## src/rtl/image_capture.sv

```systemverilog
// Capture engine: packs an 8-bit grayscale pixel stream into 32-bit words and writes them out
// through an Avalon-MM write master. Optional drop counter: define IMAGE_CAPTURE_DROP_CNT_EN.
module image_capture #(
  parameter int FIFO_AW = 4
) (
  input  logic        clk,
  input  logic        reset_n,
  input  logic        start_capture,
  input  logic [23:0] capture_imgsize,
  input  logic [31:0] buff,
  output logic        image_captured,
  output logic        capture_standby,
  input  logic [7:0]  in_data,
  input  logic        in_valid,
  input  logic        in_sof,
  output logic [31:0] avm_address,
  output logic        avm_write,
  output logic [31:0] avm_writedata,
  output logic [3:0]  avm_byteenable,
  input  logic        avm_waitrequest,
  output logic        overflow
`ifdef IMAGE_CAPTURE_DROP_CNT_EN
  ,output logic [15:0] drop_count
`endif
);

  localparam int DEPTH = 1 << FIFO_AW;
  localparam int EW    = 54;

  localparam logic [2:0] S_IDLE     = 3'd0;
  localparam logic [2:0] S_WAIT_SOF = 3'd1;
  localparam logic [2:0] S_CAPTURE  = 3'd2;
  localparam logic [2:0] S_FLUSH    = 3'd3;
  localparam logic [2:0] S_DONE     = 3'd4;

  logic [2:0]       state_q, state_d;
  logic             start_prev_q;
  logic [21:0]      total_words_q, total_words_d;
  logic [31:0]      base_q, base_d;
  logic [21:0]      word_idx_q, word_idx_d;
  logic [1:0]       byte_cnt_q, byte_cnt_d;
  logic [23:0]      pack_q, pack_d;
  logic             stg_vld_q, stg_vld_d;
  logic [21:0]      stg_idx_q, stg_idx_d;
  logic [31:0]      stg_data_q, stg_data_d;
  logic [FIFO_AW:0] wr_ptr_q, rd_ptr_q;
  logic [EW-1:0]    fifo_mem [DEPTH];
  logic             avm_write_q;
  logic [31:0]      avm_address_q;
  logic [31:0]      avm_writedata_q;
  logic [3:0]       avm_byteenable_q;
  logic             image_captured_q;
  logic             capture_standby_q;
  logic             overflow_q;

  logic             edge_s;
  logic             leave_idle_s;
  logic             fifo_empty_s;
  logic             fifo_full_s;
  logic             pop_s;
  logic             push_s;
  logic             drop_s;
  logic             xfer_done_s;
  logic [EW-1:0]    rd_entry_s;
  logic             unused_s;

  assign unused_s     = ^{capture_imgsize[1:0], buff[1:0]};
  assign edge_s       = start_capture & ~start_prev_q;
  assign fifo_empty_s = (wr_ptr_q == rd_ptr_q);
  assign fifo_full_s  = (wr_ptr_q[FIFO_AW] != rd_ptr_q[FIFO_AW]) &&
                        (wr_ptr_q[FIFO_AW-1:0] == rd_ptr_q[FIFO_AW-1:0]);
  assign xfer_done_s  = avm_write_q & ~avm_waitrequest;
  // A new word is only presented once the previous transfer has fully retired.
  assign pop_s        = ~fifo_empty_s & ~avm_write_q;
  assign push_s       = stg_vld_q & (~fifo_full_s | pop_s);
  assign drop_s       = stg_vld_q & fifo_full_s & ~pop_s;
  assign rd_entry_s   = fifo_mem[rd_ptr_q[FIFO_AW-1:0]];

  // Capture FSM, pixel packing and staging of completed words
  always_comb begin
    state_d       = state_q;
    total_words_d = total_words_q;
    base_d        = base_q;
    word_idx_d    = word_idx_q;
    byte_cnt_d    = byte_cnt_q;
    pack_d        = pack_q;
    stg_vld_d     = 1'b0;
    stg_idx_d     = stg_idx_q;
    stg_data_d    = stg_data_q;
    leave_idle_s  = 1'b0;
    case (state_q)
      S_IDLE: begin
        if (edge_s) begin
          total_words_d = capture_imgsize[23:2];
          base_d        = {buff[31:2], 2'b00};
          word_idx_d    = 22'd0;
          byte_cnt_d    = 2'd0;
          pack_d        = 24'd0;
          leave_idle_s  = 1'b1;
          if (capture_imgsize[23:2] == 22'd0) begin
            state_d = S_DONE;
          end else begin
            state_d = S_WAIT_SOF;
          end
        end else begin
          state_d = S_IDLE;
        end
      end
      S_WAIT_SOF: begin
        if (in_valid && in_sof) begin
          pack_d     = {16'h0000, in_data};
          byte_cnt_d = 2'd1;
          state_d    = S_CAPTURE;
        end else begin
          state_d = S_WAIT_SOF;
        end
      end
      S_CAPTURE: begin
        if (in_valid) begin
          if (byte_cnt_q == 2'd3) begin
            stg_vld_d  = 1'b1;
            stg_idx_d  = word_idx_q;
            stg_data_d = {in_data, pack_q};
            word_idx_d = word_idx_q + 22'd1;
            byte_cnt_d = 2'd0;
            pack_d     = 24'd0;
            if ((word_idx_q + 22'd1) == total_words_q) begin
              state_d = S_FLUSH;
            end else begin
              state_d = S_CAPTURE;
            end
          end else begin
            byte_cnt_d = byte_cnt_q + 2'd1;
            case (byte_cnt_q)
              2'd0:    pack_d[7:0]   = in_data;
              2'd1:    pack_d[15:8]  = in_data;
              2'd2:    pack_d[23:16] = in_data;
              default: pack_d        = pack_q;
            endcase
          end
        end else begin
          state_d = S_CAPTURE;
        end
      end
      S_FLUSH: begin
        if (!stg_vld_q && fifo_empty_s && !avm_write_q) begin
          state_d = S_DONE;
        end else begin
          state_d = S_FLUSH;
        end
      end
      S_DONE: begin
        state_d = S_IDLE;
      end
      default: begin
        state_d = S_IDLE;
      end
    endcase
  end

  // Control, pointer and status registers
  always_ff @(posedge clk or negedge reset_n) begin
    if (!reset_n) begin
      state_q           <= S_IDLE;
      start_prev_q      <= 1'b0;
      total_words_q     <= 22'd0;
      base_q            <= 32'd0;
      word_idx_q        <= 22'd0;
      byte_cnt_q        <= 2'd0;
      pack_q            <= 24'd0;
      stg_vld_q         <= 1'b0;
      stg_idx_q         <= 22'd0;
      stg_data_q        <= 32'd0;
      wr_ptr_q          <= '0;
      rd_ptr_q          <= '0;
      image_captured_q  <= 1'b0;
      capture_standby_q <= 1'b1;
      overflow_q        <= 1'b0;
    end else begin
      state_q           <= state_d;
      start_prev_q      <= start_capture;
      total_words_q     <= total_words_d;
      base_q            <= base_d;
      word_idx_q        <= word_idx_d;
      byte_cnt_q        <= byte_cnt_d;
      pack_q            <= pack_d;
      stg_vld_q         <= stg_vld_d;
      stg_idx_q         <= stg_idx_d;
      stg_data_q        <= stg_data_d;
      image_captured_q  <= (state_q == S_DONE);
      capture_standby_q <= (state_d == S_IDLE);
      if (push_s) begin
        wr_ptr_q <= wr_ptr_q + {{FIFO_AW{1'b0}}, 1'b1};
      end
      if (pop_s) begin
        rd_ptr_q <= rd_ptr_q + {{FIFO_AW{1'b0}}, 1'b1};
      end
      // Dropped words keep their index, so later words still land at the right address.
      if (leave_idle_s) begin
        overflow_q <= 1'b0;
      end else if (drop_s) begin
        overflow_q <= 1'b1;
      end
    end
  end

  // FIFO storage (contents are don't-care while the pointers are equal)
  always_ff @(posedge clk) begin
    if (push_s) begin
      fifo_mem[wr_ptr_q[FIFO_AW-1:0]] <= {stg_idx_q, stg_data_q};
    end
  end

  // Avalon-MM master output registers, held stable while stalled
  always_ff @(posedge clk or negedge reset_n) begin
    if (!reset_n) begin
      avm_write_q      <= 1'b0;
      avm_address_q    <= 32'd0;
      avm_writedata_q  <= 32'd0;
      avm_byteenable_q <= 4'h0;
    end else if (pop_s) begin
      avm_write_q      <= 1'b1;
      avm_address_q    <= base_q + {8'h00, rd_entry_s[53:32], 2'b00};
      avm_writedata_q  <= rd_entry_s[31:0];
      avm_byteenable_q <= 4'hF;
    end else if (xfer_done_s) begin
      avm_write_q      <= 1'b0;
      avm_byteenable_q <= 4'h0;
    end
  end

`ifdef IMAGE_CAPTURE_DROP_CNT_EN
  logic [15:0] drop_count_q;

  // Saturating count of words dropped on a full FIFO
  always_ff @(posedge clk or negedge reset_n) begin
    if (!reset_n) begin
      drop_count_q <= 16'd0;
    end else if (leave_idle_s) begin
      drop_count_q <= 16'd0;
    end else if (drop_s && (drop_count_q != 16'hFFFF)) begin
      drop_count_q <= drop_count_q + 16'd1;
    end
  end

  assign drop_count = drop_count_q;
`endif

  assign image_captured  = image_captured_q;
  assign capture_standby = capture_standby_q;
  assign avm_address     = avm_address_q;
  assign avm_write       = avm_write_q;
  assign avm_writedata   = avm_writedata_q;
  assign avm_byteenable  = avm_byteenable_q;
  assign overflow        = overflow_q;

endmodule

```

## config.mk

```make
export PLATFORM = sky130hd
export DESIGN_NAME = image_capture
export DESIGN_NICKNAME = d
export VERILOG_FILES = /design/src/rtl/image_capture.sv
export SDC_FILE = /design/constraint.sdc
export NUM_CORES = 1
export LEC_CHECK = 0
export CORE_MARGIN = 5
export CORE_UTILIZATION = 40
export DETAILED_ROUTE_END_ITERATION = 8
export PLACE_DENSITY = 0.6
export SETUP_SLACK_MARGIN = 0.2
export SLEW_MARGIN = 0
export SYNTH_ARGS = -nofsm -noshare
export SYNTH_HDL_FRONTEND = slang
export SYNTH_SLANG_ARGS = --single-unit
```

## constraint.sdc

```tcl
create_clock -name clk -period 13.87 [get_ports clk]
set_clock_uncertainty 0.05 [all_clocks]
set_input_delay 2.774 -clock clk [delete_from_list [all_inputs] [get_ports clk]]
set_output_delay 2.774 -clock clk [all_outputs]
set_load 0.05 [all_outputs]
```

### Word level (Yosys, flattened, before mapping)

Memory sizes are Yosys's and may differ from the RTL's.
Cells that the tools add are included.

* register bits: 241
* bits in latches: 0
* bits in writable memories: 864
* bits in read-only memories: 0
* bits of input ports: 70
* output and inout port bits: 72
* word-level logic and storage cells: 117
* memories kept: 1

Memories
* fifo_mem: depth 16, width 54, read ports 1, clocked after Yosys merged registers in 0, write ports 1, line 47 `logic [EW-1:0] fifo_mem [DEPTH];`

* add/subtract/negate cells: 5
* $mul: 0
* div/mod/pow operators: 0
* magnitude comparators: 0
* equality and inequality tests: 18
* shift-type cells: 0
* muxes and demuxes: 38
* bitwise gates (word level): 13
* reduce and logical (&&, ||, !) cells: 21

Operators with widths (number)
* $mux 24: 4
* $pmux 24 s3: 1
* $mux 22: 3
* $pmux 22 s2: 1
* $add 32x24->32: 1
* $mux 8: 3
* $add 22x1->22 const B: 1
* $eq 22x22->1: 1
* $logic_not 22->1: 1
* $mux 3: 5
* $reduce_and 5->1: 3
* $mux 1: 12
* $pmux 3 s4: 1
* $add 5x1->5 const B: 2
* $mux 2: 5
* $ne 3x2->1 const B: 3
* $mux 4: 2
* $ne 2x2->1 const B: 4
* $reduce_and 4->1: 2
* $and 1x1->1: 6
* $eq 3x2->1 const B: 2
* $logic_not 3->1: 2
* $not 1->1: 6
* $pmux 2 s3: 1
* 16 further kinds: 23

### Logic depth before layout (Yosys ltp)

* depth in word-level cells: 7
* mapped depth: 16
* mapped depth without buffers: 13

### Least setup slack after synthesis

No wires, ideal clock.

* kind: reg2reg
* from: register, netlist name avm_byteenable[2]
* to: memory fifo_mem[3][0] (enable)
* library setup time: 533 ps
* data arrival time: 5114 ps
* slack: 8174 ps
* stages on the path, launching flop included: 6
* path buffers: 1
* cell sequence: dfrtp_1 > and3b_1 > nor2b_1 > clkbuf_1 > nand2_1 > nor3_1

RTL lines (line)
* to (decl): 47

### Worst setup path in the final report

* from: register rd_ptr_q[0]
* to: register avm_address_q[28], in the netlist avm_address[28]

* cells in the longest elaborated chain, start to end: 3
* elaborated cells between the ends (all ways): 5

Ends and longest elaborated chain
* from (decl): line 46 `logic [FIFO_AW:0] wr_ptr_q, rd_ptr_q;`
* from (signal assigned): line 196 `rd_ptr_q <= rd_ptr_q + {{FIFO_AW{1'b0}}, 1'b1};`
* parallel branches: the longest is 3 deep, another holds $mem_v2 16x54
* to (signal assigned): line 223 `avm_address_q <= base_q + {8'h00, rd_entry_s[53:32], 2'b00};`
* to (decl): line 49 `logic [31:0] avm_address_q;`

Several ways; the timed one is not identified.
A chain may end at the register's enable or synchronous reset.

==> impl_metrics.csv <==
group,metric,value,unit
outcome,status,"complete, no violations",
min_path,holdPathStages,2,
critical_path,cp-end-kind,"register",
cts,insertion_delay,0.69,ns
cells_and_area,final_nets,2684,
placement,hpwl,58300,microns
sta,hold_slack,0.416,ns
critical_path,max_stage_delay,0.82,ns
sta,max_freq,184,MHz
placement,port_buffers,135,
cells_and_area,fillerInstances,8985,
synth,synth_top_flop_cell,"edfxtp_1",
die,ios,142,
critical_path,cp_slowest_cell,"dfrtp_4",
global_routing,grt_use_met3,0.0366,
critical_path,reg2regPathDepth,14,
cts,cts_root_buf,"clkbuf_16",
synth,synth-edff-count,864,
cells_and_area,drive_gt1_frac,0.213,
global_routing,grt_pass1_vias,23437,
routing,ant_nets,0,
synth,ys_top_cells_by_area,"edfxtp_1 (59%), mux4_2 (14%), dfrtp_1 (13%)",
cts,numCtsBuffers,108,
min_path,hold_start,"pack_q[16]$_DFFE_PN0P_",
sta,drv_slew,0,
cts,clockBufferDepth,3,
routing,first_pass_iters,5,
sta,fin_setup_tns,0,ns
routing,drc,0,
die,initial_utilization,0.402,
die,die_w,340,microns
routing,dr_total_vias,22527,
sta,fin_crit_sh,0.392,
critical_path,worstPathMaxFanout,41,
die,die_y,340,microns
synth,synthCells,2425,
cts,h-tree-depth,3,
sta,slew_headroom,0.289,
global_routing,grt-busiest-layer,"met2",
critical_path,crit_top_cell,"mux4_2",
critical_path,worstPathCellList,"buf_4 > mux4_2 > mux4_2 > ha_1 > inv_1 > fa_1 > nor2b_1 > o31ai_1 > a211oi_1 > o2111a_1 > o21bai_1 > a311oi_1 > xnor2_1 > o21ai_0",
sta,hold_violations,0,
power_and_ir_drop,ir_worst_vdd,0.000189,V
cts,cts_sinks,1099,
synth,synth.distinct_cells,75,
min_path,min_to,"stg_data_q[16]$_DFFE_PN0P_",
synth,ys_async_sr_fraction,0.214,
sta,worst-slew-pin-transition,1.07,ns
global_routing,grt_pass1_wl,156000,microns
synth,synth.avg_cell_area,18.0,sq um
synth,synth_most_common_cell,"edfxtp_1",
global_routing,grt_antenna_before_repair,2,
synth,ys_ff_latch,1099,
global_routing,grt_overflow,0,
cells_and_area,area_growth,15.3,%
routing,drt-total-wl,105000,microns
cells_and_area,multi_input_area,11300,sq um
critical_path,rr_startpoint,"rd_ptr_q[0]$_DFFE_PN0P_",
synth,ys_seq_area_frac,0.729,
critical_path,timing.rr.end,"avm_address[28]$_DFFE_PN0P_",
die,dieArea,116000,sq um
die,core,109000,sq um
flow_run,cap_violations,0,
synth,syn_area,43600,sq um
cts,cts_tree,"built",
power_and_ir_drop,powerDensity,208,nW/um^2
cts,post_cts_buffers,0,
critical_path,path_class,"register to register",
synth,ys_top_cells_by_count,"edfxtp_1 (864), nand2_1 (416), mux4_2 (270)",
cells_and_area,regArea,31800,sq um
critical_path,crit_arrival,5.89,ns
min_path,hp-class,"register to register",
synth,yosysWarnings,0,
synth,yosys.area.top_type,"edfxtp_1",
global_routing,grtUsageTotal,0.180,
synth,synth_top_area_share,0.594,
placement,gp_congestion,0.807,
critical_path,cp-start-kind,"register",
routing,wl_per_cell,25.7,microns
power_and_ir_drop,power.leakage,17.8,nW
global_routing,grt_use_met1,0.256,
routing,post_drt_via_cell_ratio,5.51,
sta,rsz0062_at_grt,"false",
global_routing,use_met2,0.294,
sta,min_period,5.44,ns
cts,cts_hold_buf,0,
routing,drt-initial-drc-count,2005,
die,rows,121,
power_and_ir_drop,p_total,10.5,mW
sta,setup_viol,0,
critical_path,worst-r2r-setup-slack,8.43,ns
global_routing,grt_max_degree,164,
cts,cts.clk_slew.worst_paths,0.06,ns
critical_path,cp.required,14.31,ns
cts,cts_resized,0,
routing by layer:
layer	up-vias	part of all wire
met5	-	0.00012
met4	2	0.019
met3	143	0.064
met2	702	0.48
met1	11971	0.43
li1	9709	-
per-stage QoR:
stage | util | std cells | area [sq um] | setup slack [ns]
final | 0.464 | 4090 | 50300 | 8.43
after detailed placement | 0.430 | 3885 | 46600 | 8.38
after floorplan | - | 2426 | 43600 | 8.17
after global placement | 0.430 | 3885 | 46600 | 8.43
after global routing | 0.464 | 4089 | 50300 | 7.92
after CTS | 0.464 | 4089 | 50300 | 8.34
worst max-delay path by stage:
stage / to / startpoint / cells past startpoint
2_1_floorplan: fifo_mem[3][0]$_DFFE_PP_ / avm_byteenable[2]$_DFFE_PN0P_ / 5
3_3_place_gp: state_q[0]$_DFF_PN0_ / in_valid / 8
3_5_place_dp: word_idx_q[16]$_DFFE_PN0P_ / in_valid / 8
4_1_cts: avm_address[28]$_DFFE_PN0P_ / rd_ptr_q[0]$_DFFE_PN0P_ / 14
5_1_grt: avm_address[28]$_DFFE_PN0P_ / rd_ptr_q[0]$_DFFE_PN0P_ / 14
6_report: avm_address[28]$_DFFE_PN0P_ / rd_ptr_q[0]$_DFFE_PN0P_ / 14
where the power goes:
group          internal (mW)  leakage, nW  switching [mW]
registers               4.01         11.1           0.478
logic                   1.33         4.87            1.67
clock network           1.70         1.83            1.26
total                   7.04         17.8            3.41
final cells by class:
type,instances,share of cell area
Tap cell,1414,0.0352
Clock inverter,43,0.00756
Antenna cell,1,0.0000497
Multi-Input combinational cell,1170,0.224
Inverter,29,0.00216
Sequential cell,1099,0.633
Clock buffer,161,0.0658
Timing Repair Buffer,173,0.0331
cell usage in the layout, fill, tap and decap left out, types with 22 or more instances in the layout:
master and instances:
a21oi_1 33, buf_4 36, nor2_1 35, o21ai_0 83, nand2_1 416, edfxtp_1 864
clkbuf_16 117, dfrtp_1 230, ha_1 32, xor2_1 28, clkbuf_1 22, mux2_2 37
inv_1 27, clkinv_2 24, clkdlybuf4s50_1 134, xnor2_1 39, mux4_2 270, nand3_1 26
clkbuf_8 22
state kept, by name, summed over array words and instances, names as in the netlist, 22 cells and up:
name / flops
word_idx_q: 22
avm_address: 30
base_q: 30
avm_writedata: 32
pack_q: 24
stg_idx_q: 22
fifo_mem: 864
stg_data_q: 32
total_words_q: 22
kinds of logic (layout without fill, tap and decap cells):
family          Yosys count  count (layout)  share of synthesized area
compound gates          183             183                     0.0254
xor+xnor                 67              67                     0.0134
fa+ha+maj                33              33                    0.00963
buf+inv                 157             406                     0.0162
flops                  1099            1099                      0.729
mux                     308             308                      0.149
other cells               1               3                  0.0000859
simple gates            577             577                     0.0569
critical path, delay by kind of cell (launching register included):
family / cells / cell delay (ns)
fa+ha+maj: 2 / 0.46
mux: 2 / 1.15
xor+xnor: 1 / 0.19
flops: 1 / 0.82
compound gates: 6 / 1.60
buf+inv: 2 / 0.88
simple gates: 1 / 0.07
Note: power is estimated with default switching activity, not from simulation.
